<file path="src/rtl/commit_ctrl_pkg.sv">
// Shared widths and FSM state type for the in-order commit sequencer.
// Imported by the commit interface and by the commit_ctrl top.
package commit_ctrl_pkg;

  localparam int ROB_IDX_W_DEF  = 4;
  localparam int INSTR_ID_W_DEF = 6;
  localparam int WORD_W_DEF     = 32;
  localparam int REG_IDX_W      = 5;
  localparam int CNT_W          = 32;

  typedef enum logic [1:0] {
    ST_IDLE,
    ST_WAIT_STORE,
    ST_FLUSH,
    ST_HALTED
  } commit_state_e;

endpackage

</file>
<file path="src/rtl/commit_ctrl_if.sv">
// Bundle between the ROB head / LSB ack on one side and the commit sequencer on the other.
// master = commit sequencer, slave = ROB/LSB/Regfile/fetch environment.
interface commit_ctrl_if
  import commit_ctrl_pkg::*;
#(
  parameter int ROB_IDX_W  = ROB_IDX_W_DEF,
  parameter int INSTR_ID_W = INSTR_ID_W_DEF,
  parameter int WORD_W     = WORD_W_DEF
);

  logic                  rob_head_valid_in;
  logic                  rob_head_ready_in;
  logic [ROB_IDX_W-1:0]  rob_head_pos_in;
  logic [INSTR_ID_W-1:0] rob_head_instr_id_in;
  logic                  rob_head_has_rd_in;
  logic [REG_IDX_W-1:0]  rob_head_rd_in;
  logic [WORD_W-1:0]     rob_head_res_in;
  logic                  rob_head_is_store_in;
  logic                  rob_head_mispred_in;
  logic [WORD_W-1:0]     rob_head_target_in;
  logic                  rob_head_is_halt_in;
  logic                  lsb_store_done_in;
  logic [ROB_IDX_W-1:0]  lsb_store_pos_in;

  logic                  rob_pop_out;
  logic                  commit_to_regfile_en_out;
  logic [INSTR_ID_W-1:0] commit_to_regfile_instr_id_out;
  logic [REG_IDX_W-1:0]  commit_to_regfile_rd_out;
  logic [ROB_IDX_W-1:0]  commit_to_regfile_rob_pos_out;
  logic [WORD_W-1:0]     commit_to_regfile_res_out;
  logic                  commit_to_lsb_en_out;
  logic [ROB_IDX_W-1:0]  commit_to_lsb_rob_pos_out;
  logic                  clear_branch_out;
  logic                  redirect_en_out;
  logic [WORD_W-1:0]     redirect_pc_out;
  logic                  halt_out;
  logic [CNT_W-1:0]      commit_cnt_out;

  modport master (
    input  rob_head_valid_in, rob_head_ready_in, rob_head_pos_in, rob_head_instr_id_in,
           rob_head_has_rd_in, rob_head_rd_in, rob_head_res_in, rob_head_is_store_in,
           rob_head_mispred_in, rob_head_target_in, rob_head_is_halt_in,
           lsb_store_done_in, lsb_store_pos_in,
    output rob_pop_out, commit_to_regfile_en_out, commit_to_regfile_instr_id_out,
           commit_to_regfile_rd_out, commit_to_regfile_rob_pos_out, commit_to_regfile_res_out,
           commit_to_lsb_en_out, commit_to_lsb_rob_pos_out, clear_branch_out,
           redirect_en_out, redirect_pc_out, halt_out, commit_cnt_out
  );

  modport slave (
    output rob_head_valid_in, rob_head_ready_in, rob_head_pos_in, rob_head_instr_id_in,
           rob_head_has_rd_in, rob_head_rd_in, rob_head_res_in, rob_head_is_store_in,
           rob_head_mispred_in, rob_head_target_in, rob_head_is_halt_in,
           lsb_store_done_in, lsb_store_pos_in,
    input  rob_pop_out, commit_to_regfile_en_out, commit_to_regfile_instr_id_out,
           commit_to_regfile_rd_out, commit_to_regfile_rob_pos_out, commit_to_regfile_res_out,
           commit_to_lsb_en_out, commit_to_lsb_rob_pos_out, clear_branch_out,
           redirect_en_out, redirect_pc_out, halt_out, commit_cnt_out
  );

endinterface

</file>
<file path="src/rtl/commit_ctrl.sv">
// In-order retirement sequencer: retires the ROB head, releases stores to the LSB,
// turns a mispredict into a one-cycle flush/redirect and latches halt.
module commit_ctrl
  import commit_ctrl_pkg::*;
#(
  parameter int ROB_IDX_W  = ROB_IDX_W_DEF,
  parameter int INSTR_ID_W = INSTR_ID_W_DEF,
  parameter int WORD_W     = WORD_W_DEF
) (
  input  logic          clk_in,
  input  logic          rst_n_in,
  input  logic          rdy_in,
  commit_ctrl_if.master bus
);

  commit_state_e         state_q, state_d;
  logic [ROB_IDX_W-1:0]  store_pos_q, store_pos_d;
  logic [WORD_W-1:0]     target_q, target_d;

  logic                  pop_q, pop_d;
  logic                  rf_en_q, rf_en_d;
  logic [INSTR_ID_W-1:0] rf_id_q, rf_id_d;
  logic [REG_IDX_W-1:0]  rf_rd_q, rf_rd_d;
  logic [ROB_IDX_W-1:0]  rf_pos_q, rf_pos_d;
  logic [WORD_W-1:0]     rf_res_q, rf_res_d;
  logic                  lsb_en_q, lsb_en_d;
  logic [ROB_IDX_W-1:0]  lsb_pos_q, lsb_pos_d;
  logic                  clear_q, clear_d;
  logic                  redir_q, redir_d;
  logic [WORD_W-1:0]     redir_pc_q, redir_pc_d;
  logic                  halt_q, halt_d;
  logic [CNT_W-1:0]      cnt_q, cnt_d;

  logic                  head_live;
  logic                  store_match;

  // The ROB only advances its head on the edge after a pop, so that cycle's head is stale.
  assign head_live   = ~pop_q & bus.rob_head_valid_in & bus.rob_head_ready_in;
  assign store_match = bus.lsb_store_done_in & (bus.lsb_store_pos_in == store_pos_q);

  always_ff @(posedge clk_in or negedge rst_n_in) begin
    if (!rst_n_in) begin
      state_q     <= ST_IDLE;
      store_pos_q <= '0;
      target_q    <= '0;
      pop_q       <= 1'b0;
      rf_en_q     <= 1'b0;
      rf_id_q     <= '0;
      rf_rd_q     <= '0;
      rf_pos_q    <= '0;
      rf_res_q    <= '0;
      lsb_en_q    <= 1'b0;
      lsb_pos_q   <= '0;
      clear_q     <= 1'b0;
      redir_q     <= 1'b0;
      redir_pc_q  <= '0;
      halt_q      <= 1'b0;
      cnt_q       <= '0;
    end else begin
      state_q     <= state_d;
      store_pos_q <= store_pos_d;
      target_q    <= target_d;
      pop_q       <= pop_d;
      rf_en_q     <= rf_en_d;
      rf_id_q     <= rf_id_d;
      rf_rd_q     <= rf_rd_d;
      rf_pos_q    <= rf_pos_d;
      rf_res_q    <= rf_res_d;
      lsb_en_q    <= lsb_en_d;
      lsb_pos_q   <= lsb_pos_d;
      clear_q     <= clear_d;
      redir_q     <= redir_d;
      redir_pc_q  <= redir_pc_d;
      halt_q      <= halt_d;
      cnt_q       <= cnt_d;
    end
  end

  always_comb begin
    state_d     = state_q;
    store_pos_d = store_pos_q;
    target_d    = target_q;
    pop_d       = pop_q;
    rf_en_d     = rf_en_q;
    rf_id_d     = rf_id_q;
    rf_rd_d     = rf_rd_q;
    rf_pos_d    = rf_pos_q;
    rf_res_d    = rf_res_q;
    lsb_en_d    = lsb_en_q;
    lsb_pos_d   = lsb_pos_q;
    clear_d     = clear_q;
    redir_d     = redir_q;
    redir_pc_d  = redir_pc_q;
    halt_d      = halt_q;
    cnt_d       = cnt_q;

    // With rdy_in low everything, including pending pulses, is frozen.
    if (rdy_in) begin
      pop_d    = 1'b0;
      rf_en_d  = 1'b0;
      lsb_en_d = 1'b0;
      clear_d  = 1'b0;
      redir_d  = 1'b0;

      unique case (state_q)
        ST_IDLE: begin
          if (head_live) begin
            if (bus.rob_head_is_halt_in) begin
              pop_d   = 1'b1;
              halt_d  = 1'b1;
              state_d = ST_HALTED;
            end else if (bus.rob_head_is_store_in) begin
              lsb_en_d    = 1'b1;
              lsb_pos_d   = bus.rob_head_pos_in;
              store_pos_d = bus.rob_head_pos_in;
              state_d     = ST_WAIT_STORE;
            end else begin
              pop_d = 1'b1;
              if (bus.rob_head_has_rd_in) begin
                rf_en_d  = 1'b1;
                rf_id_d  = bus.rob_head_instr_id_in;
                rf_rd_d  = bus.rob_head_rd_in;
                rf_pos_d = bus.rob_head_pos_in;
                rf_res_d = bus.rob_head_res_in;
              end
              if (bus.rob_head_mispred_in) begin
                target_d = bus.rob_head_target_in;
                state_d  = ST_FLUSH;
              end
            end
          end
        end
        ST_WAIT_STORE: begin
          if (store_match) begin
            pop_d   = 1'b1;
            state_d = ST_IDLE;
          end
        end
        ST_FLUSH: begin
          clear_d    = 1'b1;
          redir_d    = 1'b1;
          redir_pc_d = target_q;
          state_d    = ST_IDLE;
        end
        ST_HALTED: begin
          halt_d = 1'b1;
        end
        default: begin
          state_d = ST_IDLE;
        end
      endcase

      if (pop_d) begin
        cnt_d = cnt_q + CNT_W'(1);
      end
    end
  end

  assign bus.rob_pop_out                    = pop_q;
  assign bus.commit_to_regfile_en_out       = rf_en_q;
  assign bus.commit_to_regfile_instr_id_out = rf_id_q;
  assign bus.commit_to_regfile_rd_out       = rf_rd_q;
  assign bus.commit_to_regfile_rob_pos_out  = rf_pos_q;
  assign bus.commit_to_regfile_res_out      = rf_res_q;
  assign bus.commit_to_lsb_en_out           = lsb_en_q;
  assign bus.commit_to_lsb_rob_pos_out      = lsb_pos_q;
  assign bus.clear_branch_out               = clear_q;
  assign bus.redirect_en_out                = redir_q;
  assign bus.redirect_pc_out                = redir_pc_q;
  assign bus.halt_out                       = halt_q;
  assign bus.commit_cnt_out                 = cnt_q;

endmodule

</file>
<file path="src/flat_wrapper.sv">
// flat-port wrapper written by rule: the top's interface ports become plain ports
module commit_ctrl_flat import commit_ctrl_pkg::*;
#(
  parameter int ROB_IDX_W  = ROB_IDX_W_DEF,
  parameter int INSTR_ID_W = INSTR_ID_W_DEF,
  parameter int WORD_W     = WORD_W_DEF
)
  (clk_in, rst_n_in, rdy_in, bus_rob_head_valid_in, bus_rob_head_ready_in, bus_rob_head_pos_in, bus_rob_head_instr_id_in, bus_rob_head_has_rd_in, bus_rob_head_rd_in, bus_rob_head_res_in, bus_rob_head_is_store_in, bus_rob_head_mispred_in, bus_rob_head_target_in, bus_rob_head_is_halt_in, bus_lsb_store_done_in, bus_lsb_store_pos_in, bus_rob_pop_out, bus_commit_to_regfile_en_out, bus_commit_to_regfile_instr_id_out, bus_commit_to_regfile_rd_out, bus_commit_to_regfile_rob_pos_out, bus_commit_to_regfile_res_out, bus_commit_to_lsb_en_out, bus_commit_to_lsb_rob_pos_out, bus_clear_branch_out, bus_redirect_en_out, bus_redirect_pc_out, bus_halt_out, bus_commit_cnt_out);
  commit_ctrl_if #(.ROB_IDX_W(ROB_IDX_W), .INSTR_ID_W(INSTR_ID_W), .WORD_W(WORD_W)) bus_i ();
  input  logic clk_in;
  input  logic rst_n_in;
  input  logic rdy_in;
  input wire logic [$bits(bus_i.rob_head_valid_in)-1:0] bus_rob_head_valid_in;
  input wire logic [$bits(bus_i.rob_head_ready_in)-1:0] bus_rob_head_ready_in;
  input wire logic [$bits(bus_i.rob_head_pos_in)-1:0] bus_rob_head_pos_in;
  input wire logic [$bits(bus_i.rob_head_instr_id_in)-1:0] bus_rob_head_instr_id_in;
  input wire logic [$bits(bus_i.rob_head_has_rd_in)-1:0] bus_rob_head_has_rd_in;
  input wire logic [$bits(bus_i.rob_head_rd_in)-1:0] bus_rob_head_rd_in;
  input wire logic [$bits(bus_i.rob_head_res_in)-1:0] bus_rob_head_res_in;
  input wire logic [$bits(bus_i.rob_head_is_store_in)-1:0] bus_rob_head_is_store_in;
  input wire logic [$bits(bus_i.rob_head_mispred_in)-1:0] bus_rob_head_mispred_in;
  input wire logic [$bits(bus_i.rob_head_target_in)-1:0] bus_rob_head_target_in;
  input wire logic [$bits(bus_i.rob_head_is_halt_in)-1:0] bus_rob_head_is_halt_in;
  input wire logic [$bits(bus_i.lsb_store_done_in)-1:0] bus_lsb_store_done_in;
  input wire logic [$bits(bus_i.lsb_store_pos_in)-1:0] bus_lsb_store_pos_in;
  output wire logic [$bits(bus_i.rob_pop_out)-1:0] bus_rob_pop_out;
  output wire logic [$bits(bus_i.commit_to_regfile_en_out)-1:0] bus_commit_to_regfile_en_out;
  output wire logic [$bits(bus_i.commit_to_regfile_instr_id_out)-1:0] bus_commit_to_regfile_instr_id_out;
  output wire logic [$bits(bus_i.commit_to_regfile_rd_out)-1:0] bus_commit_to_regfile_rd_out;
  output wire logic [$bits(bus_i.commit_to_regfile_rob_pos_out)-1:0] bus_commit_to_regfile_rob_pos_out;
  output wire logic [$bits(bus_i.commit_to_regfile_res_out)-1:0] bus_commit_to_regfile_res_out;
  output wire logic [$bits(bus_i.commit_to_lsb_en_out)-1:0] bus_commit_to_lsb_en_out;
  output wire logic [$bits(bus_i.commit_to_lsb_rob_pos_out)-1:0] bus_commit_to_lsb_rob_pos_out;
  output wire logic [$bits(bus_i.clear_branch_out)-1:0] bus_clear_branch_out;
  output wire logic [$bits(bus_i.redirect_en_out)-1:0] bus_redirect_en_out;
  output wire logic [$bits(bus_i.redirect_pc_out)-1:0] bus_redirect_pc_out;
  output wire logic [$bits(bus_i.halt_out)-1:0] bus_halt_out;
  output wire logic [$bits(bus_i.commit_cnt_out)-1:0] bus_commit_cnt_out;
  assign bus_i.rob_head_valid_in = bus_rob_head_valid_in;
  assign bus_i.rob_head_ready_in = bus_rob_head_ready_in;
  assign bus_i.rob_head_pos_in = bus_rob_head_pos_in;
  assign bus_i.rob_head_instr_id_in = bus_rob_head_instr_id_in;
  assign bus_i.rob_head_has_rd_in = bus_rob_head_has_rd_in;
  assign bus_i.rob_head_rd_in = bus_rob_head_rd_in;
  assign bus_i.rob_head_res_in = bus_rob_head_res_in;
  assign bus_i.rob_head_is_store_in = bus_rob_head_is_store_in;
  assign bus_i.rob_head_mispred_in = bus_rob_head_mispred_in;
  assign bus_i.rob_head_target_in = bus_rob_head_target_in;
  assign bus_i.rob_head_is_halt_in = bus_rob_head_is_halt_in;
  assign bus_i.lsb_store_done_in = bus_lsb_store_done_in;
  assign bus_i.lsb_store_pos_in = bus_lsb_store_pos_in;
  assign bus_rob_pop_out = bus_i.rob_pop_out;
  assign bus_commit_to_regfile_en_out = bus_i.commit_to_regfile_en_out;
  assign bus_commit_to_regfile_instr_id_out = bus_i.commit_to_regfile_instr_id_out;
  assign bus_commit_to_regfile_rd_out = bus_i.commit_to_regfile_rd_out;
  assign bus_commit_to_regfile_rob_pos_out = bus_i.commit_to_regfile_rob_pos_out;
  assign bus_commit_to_regfile_res_out = bus_i.commit_to_regfile_res_out;
  assign bus_commit_to_lsb_en_out = bus_i.commit_to_lsb_en_out;
  assign bus_commit_to_lsb_rob_pos_out = bus_i.commit_to_lsb_rob_pos_out;
  assign bus_clear_branch_out = bus_i.clear_branch_out;
  assign bus_redirect_en_out = bus_i.redirect_en_out;
  assign bus_redirect_pc_out = bus_i.redirect_pc_out;
  assign bus_halt_out = bus_i.halt_out;
  assign bus_commit_cnt_out = bus_i.commit_cnt_out;
  commit_ctrl #(.ROB_IDX_W(ROB_IDX_W), .INSTR_ID_W(INSTR_ID_W), .WORD_W(WORD_W)) u_core (.clk_in(clk_in), .rst_n_in(rst_n_in), .rdy_in(rdy_in), .bus(bus_i));
endmodule
</file>
<file path="config.mk">
export PLATFORM = sky130hd
export DESIGN_NAME = commit_ctrl_flat
export DESIGN_NICKNAME = d
export VERILOG_FILES = /design/src/rtl/commit_ctrl_pkg.sv /design/src/rtl/commit_ctrl_if.sv /design/src/rtl/commit_ctrl.sv /design/src/flat_wrapper.sv
export SDC_FILE = /design/constraint.sdc
export NUM_CORES = 1
export LEC_CHECK = 0
export CORE_MARGIN = 2
export CORE_UTILIZATION = 51
export CTS_BUF_LIST = sky130_fd_sc_hd__clkbuf_8
export DETAILED_ROUTE_END_ITERATION = 12
export GPL_TIMING_DRIVEN = 0
export PLACE_DENSITY = 0.88
export SLEW_MARGIN = 20
export SYNTH_ARGS = -nofsm -noshare
export SYNTH_HDL_FRONTEND = slang
export SYNTH_SLANG_ARGS = --single-unit
</file>
<file path="constraint.sdc">
create_clock -name clk_in -period 5.05 [get_ports clk_in]
set_clock_uncertainty 0.1 [all_clocks]
set_input_delay 1.01 -clock clk_in [delete_from_list [all_inputs] [get_ports clk_in]]
set_output_delay 1.01 -clock clk_in [all_outputs]
set_load 0.01 [all_outputs]
</file>
==> impl_metrics.toml <==
[cts]
htree_levels = 4
post-cts-setup-buffers = 0
cts_hold_buf = 0
cts-root-buf = "clkbuf_8"
cts_resized = 0
cts_tree = "done"
clk_path_buf_depth = 2
clock_latency_ns = 0.45
cts_inserted_buffers = 17
cts.sinks = 154
path_clk_slew_ns = 0.08

[yosys]
syn_avg_cell_area_sq_um = 14.3
synth_compound_area_share_pct = 1.26
synthDistinctLibCells = 34
synth_ff_type = "dfrtp_1"
seq_area_frac_synth_pct = 61.4
syn-cell-area_sq_um = 6280
async_reset_ff_share_pct = 100
yosys.area_share.simple_pct = 8.21
synth_edf_count = 0
synthAdderAreaFrac_pct = 0.997
synth_xor_xnor_area_share_pct = 4.88
synth_top_family_by_area = "multiplexers"
yosys_warnings = 0
synthesis.nets = 538
syn_inst = 440
yosys_register_bits = 154
muxShareOfSynthArea_pct = 21.2

[worst_setup_path]
critPathArrivalTime_ns = 2.93
cp.required_ns = 5.28
cp-start-kind = "input pin"
critical_path.slowest_cell = "clkdlybuf4s50_1"
cp_max_fo = 10
setup.worst_path.class = "in -> reg"
rr_worst_depth = 8
crit_chain = "clkdlybuf4s50_1 > nor2b_1 > nor4_1 > a21oi_1 > buf_2 > nor2_1 > xor2_1"
cpPeakStageDelay_ns = 0.50
r2r_slack_ns = 2.86
critical_path.endpoint_type = "flip-flop"
reg2reg_to = "u_core.bus.commit_cnt_out[20]$_DFFE_PN0P_"
crit_start = "bus_rob_head_is_store_in"
r2r-start = "u_core.state_q[1]$_DFFE_PN0P_"

[sta]
fmax_ghz = 0.370
period_share_pct = 53.5
tightest_slew_ns = 0.593
rsz0062_at_grt = "false"
relSlewSlack_pct = 60.5
fin_crit_ns = 2.70
setup_violations = 0
hold_viol = 0
drv_slew = 0

[floorplanning]
die_area_sq_um = 13200
initial_core_util_pct = 52.2
pin_count = 214
coreArea_sq_um = 12000
row_count = 40
fp.dieW_microns = 115
die_h_microns = 115

[placed_design]
place_congestion = 0.783
post-dp-hpwl_mm = 11.0
io_buffer_count = 212
placed_cell_area_sq_um = 8610

[final_layout]
syn_to_final_growth_pct = 44.1
nNetsFinal = 770
drive_above_1_share_pct = 24.8
fillers = 795
multiInputGateArea_sq_um = 2290
diodes = 0
postLayoutCellArea_sq_um = 9040
seqCellArea_sq_um = 3850

[run]
cap_violations = 0

[routing]
drc = 0
first_iter_violations = 268
drt-vias-per-instance = 5.24
routed_wl_mm = 15.0
vias = 4356
drt_first_pass_iters = 4
wl_per_cell_microns = 18.0
ant_nets = 0

[worst_hold_path]
worstHoldPathType = "in -> async"

[power_and_ir_drop]
total_power_mw = 4.02
peakVddDrop_uv = 327
p_per_area_nw_per_um2 = 445
leakage_nw = 4.25

[global_routing]
grtUsageTotal_pct = 24.1
grt_remaining_overflow = 0
grt_antenna_before_repair = 0
grt_pass1_wl_mm = 24.2
grt_pass1_vias = 4800
grt_max_degree = 106

[run_status]
status = "finished clean"
## Yosys cell counts (5+ instances only)
library cell / instances / share of area (%)
mux2_2: 117 / 21
nor3_2: 5 / 0.80
nand4_1: 10 / 1.0
nor3_1: 8 / 0.64
buf_2: 8 / 0.64
nor2_1: 22 / 1.3
inv_1: 9 / 0.54
xor2_1: 27 / 3.8
nand2_1: 20 / 1.2
nand3_1: 11 / 0.88
dfrtp_1: 154 / 61
xnor2_1: 8 / 1.1
ha_1: 5 / 1.0
## routing by layer
metal,global-route usage [%],wire length (microns)
met2,41.4,7870
met4,9.56,360
met5,0,0
met3,9.59,1210
met1,26.9,5530
## power by group
group | internal (mW) | switching, mW
Clock | 0.567 | 0.430
Combinational | 0.788 | 0.479
Sequential | 1.56 | 0.196
Total | 2.92 | 1.10
## flip-flops by register name (all words and copies together), names as in the netlist
name / flops
u_core.bus.commit_to_lsb_en_out: 1
u_core.target_q: 32
u_core.bus.rob_pop_out: 1
u_core.state_q: 2
u_core.bus.halt_out: 1
u_core.bus.commit_to_lsb_rob_pos_out: 4
u_core.bus.commit_to_regfile_rd_out: 5
u_core.bus.commit_to_regfile_rob_pos_out: 4
u_core.bus.commit_to_regfile_instr_id_out: 6
u_core.bus.commit_cnt_out: 32
u_core.bus.commit_to_regfile_res_out: 32
u_core.bus.clear_branch_out: 1
u_core.bus.redirect_pc_out: 32
u_core.bus.commit_to_regfile_en_out: 1
## placed cells by master (no fill, tap or decap), types with 3 or more instances in the layout
cell type          n
a21o_1             3
xor2_1            27
nand2_1           20
clkbuf_8          20
buf_2              8
ha_1               5
clkdlybuf4s50_1  211
nand4_1           10
nand3_1           11
clkinv_2           4
mux2_2           117
nor4_1             3
nor3_1             8
o21ai_0            3
nor3_2             5
nor3b_1            3
buf_6              3
bufinv_16          4
nor2_1            22
dfrtp_1          154
inv_1             13
xnor2_1            8
## layout make-up
type / count / share of cell area, %
plain buffers: 16 / 1.07
repair buffers: 213 / 23.8
clock buffers: 20 / 3.04
multi-input cells: 261 / 25.3
clock inverters: 12 / 1.72
well taps: 147 / 2.03
inverters: 9 / 0.373
flip-flops and latches: 154 / 42.6
## per-stage QoR
step                worst slack (ns)  hold WS, ns  std cells  TNS, ns  util (%)
floorplan                       2.69        0.375        440        0         -
global placement               -2.94        0.341        799  -450.55      71.4
detailed placement              1.89        0.355        800        0      71.7
CTS                             2.37        0.344        832        0      75.3
global route                    2.24        0.366        832        0      75.3
finish                          2.35        0.361        832        0      75.3
## critical path: cells and delay by family
family / cells / cell delay (ns)
AOI/OAI and AO/OA: 1 / 0.39
xor gates and xnor gates: 1 / 0.15
and+or+nand+nor: 3 / 0.51
buffers and inverters: 2 / 0.87
## kinds of logic (layout without fill, tap and decap cells)
logic type | Yosys count | in the layout
AO/OA/AOI/OAI | 11 | 11
buffers and inverters | 25 | 270
flip-flops | 154 | 154
multiplexers | 118 | 118
XOR/XNOR | 35 | 35
AND/OR/NAND/NOR | 92 | 92
adder cells (fa/ha/maj) | 5 | 5
## worst max-delay path by stage
stage / to / slack [ns]
after CTS: u_core.bus.commit_cnt_out[12]$_DFFE_PN0P_ / 2.37
after global routing: u_core.bus.commit_cnt_out[12]$_DFFE_PN0P_ / 2.24
after floorplan: u_core.bus.commit_to_regfile_res_out[30]$_DFFE_PN0P_ / 2.69
after global placement: u_core.bus.commit_to_regfile_res_out[31]$_DFFE_PN0P_ / -2.94
final: u_core.bus.commit_cnt_out[12]$_DFFE_PN0P_ / 2.35
after detailed placement: u_core.bus.commit_cnt_out[12]$_DFFE_PN0P_ / 1.89
(Power assumes the default switching activity.)
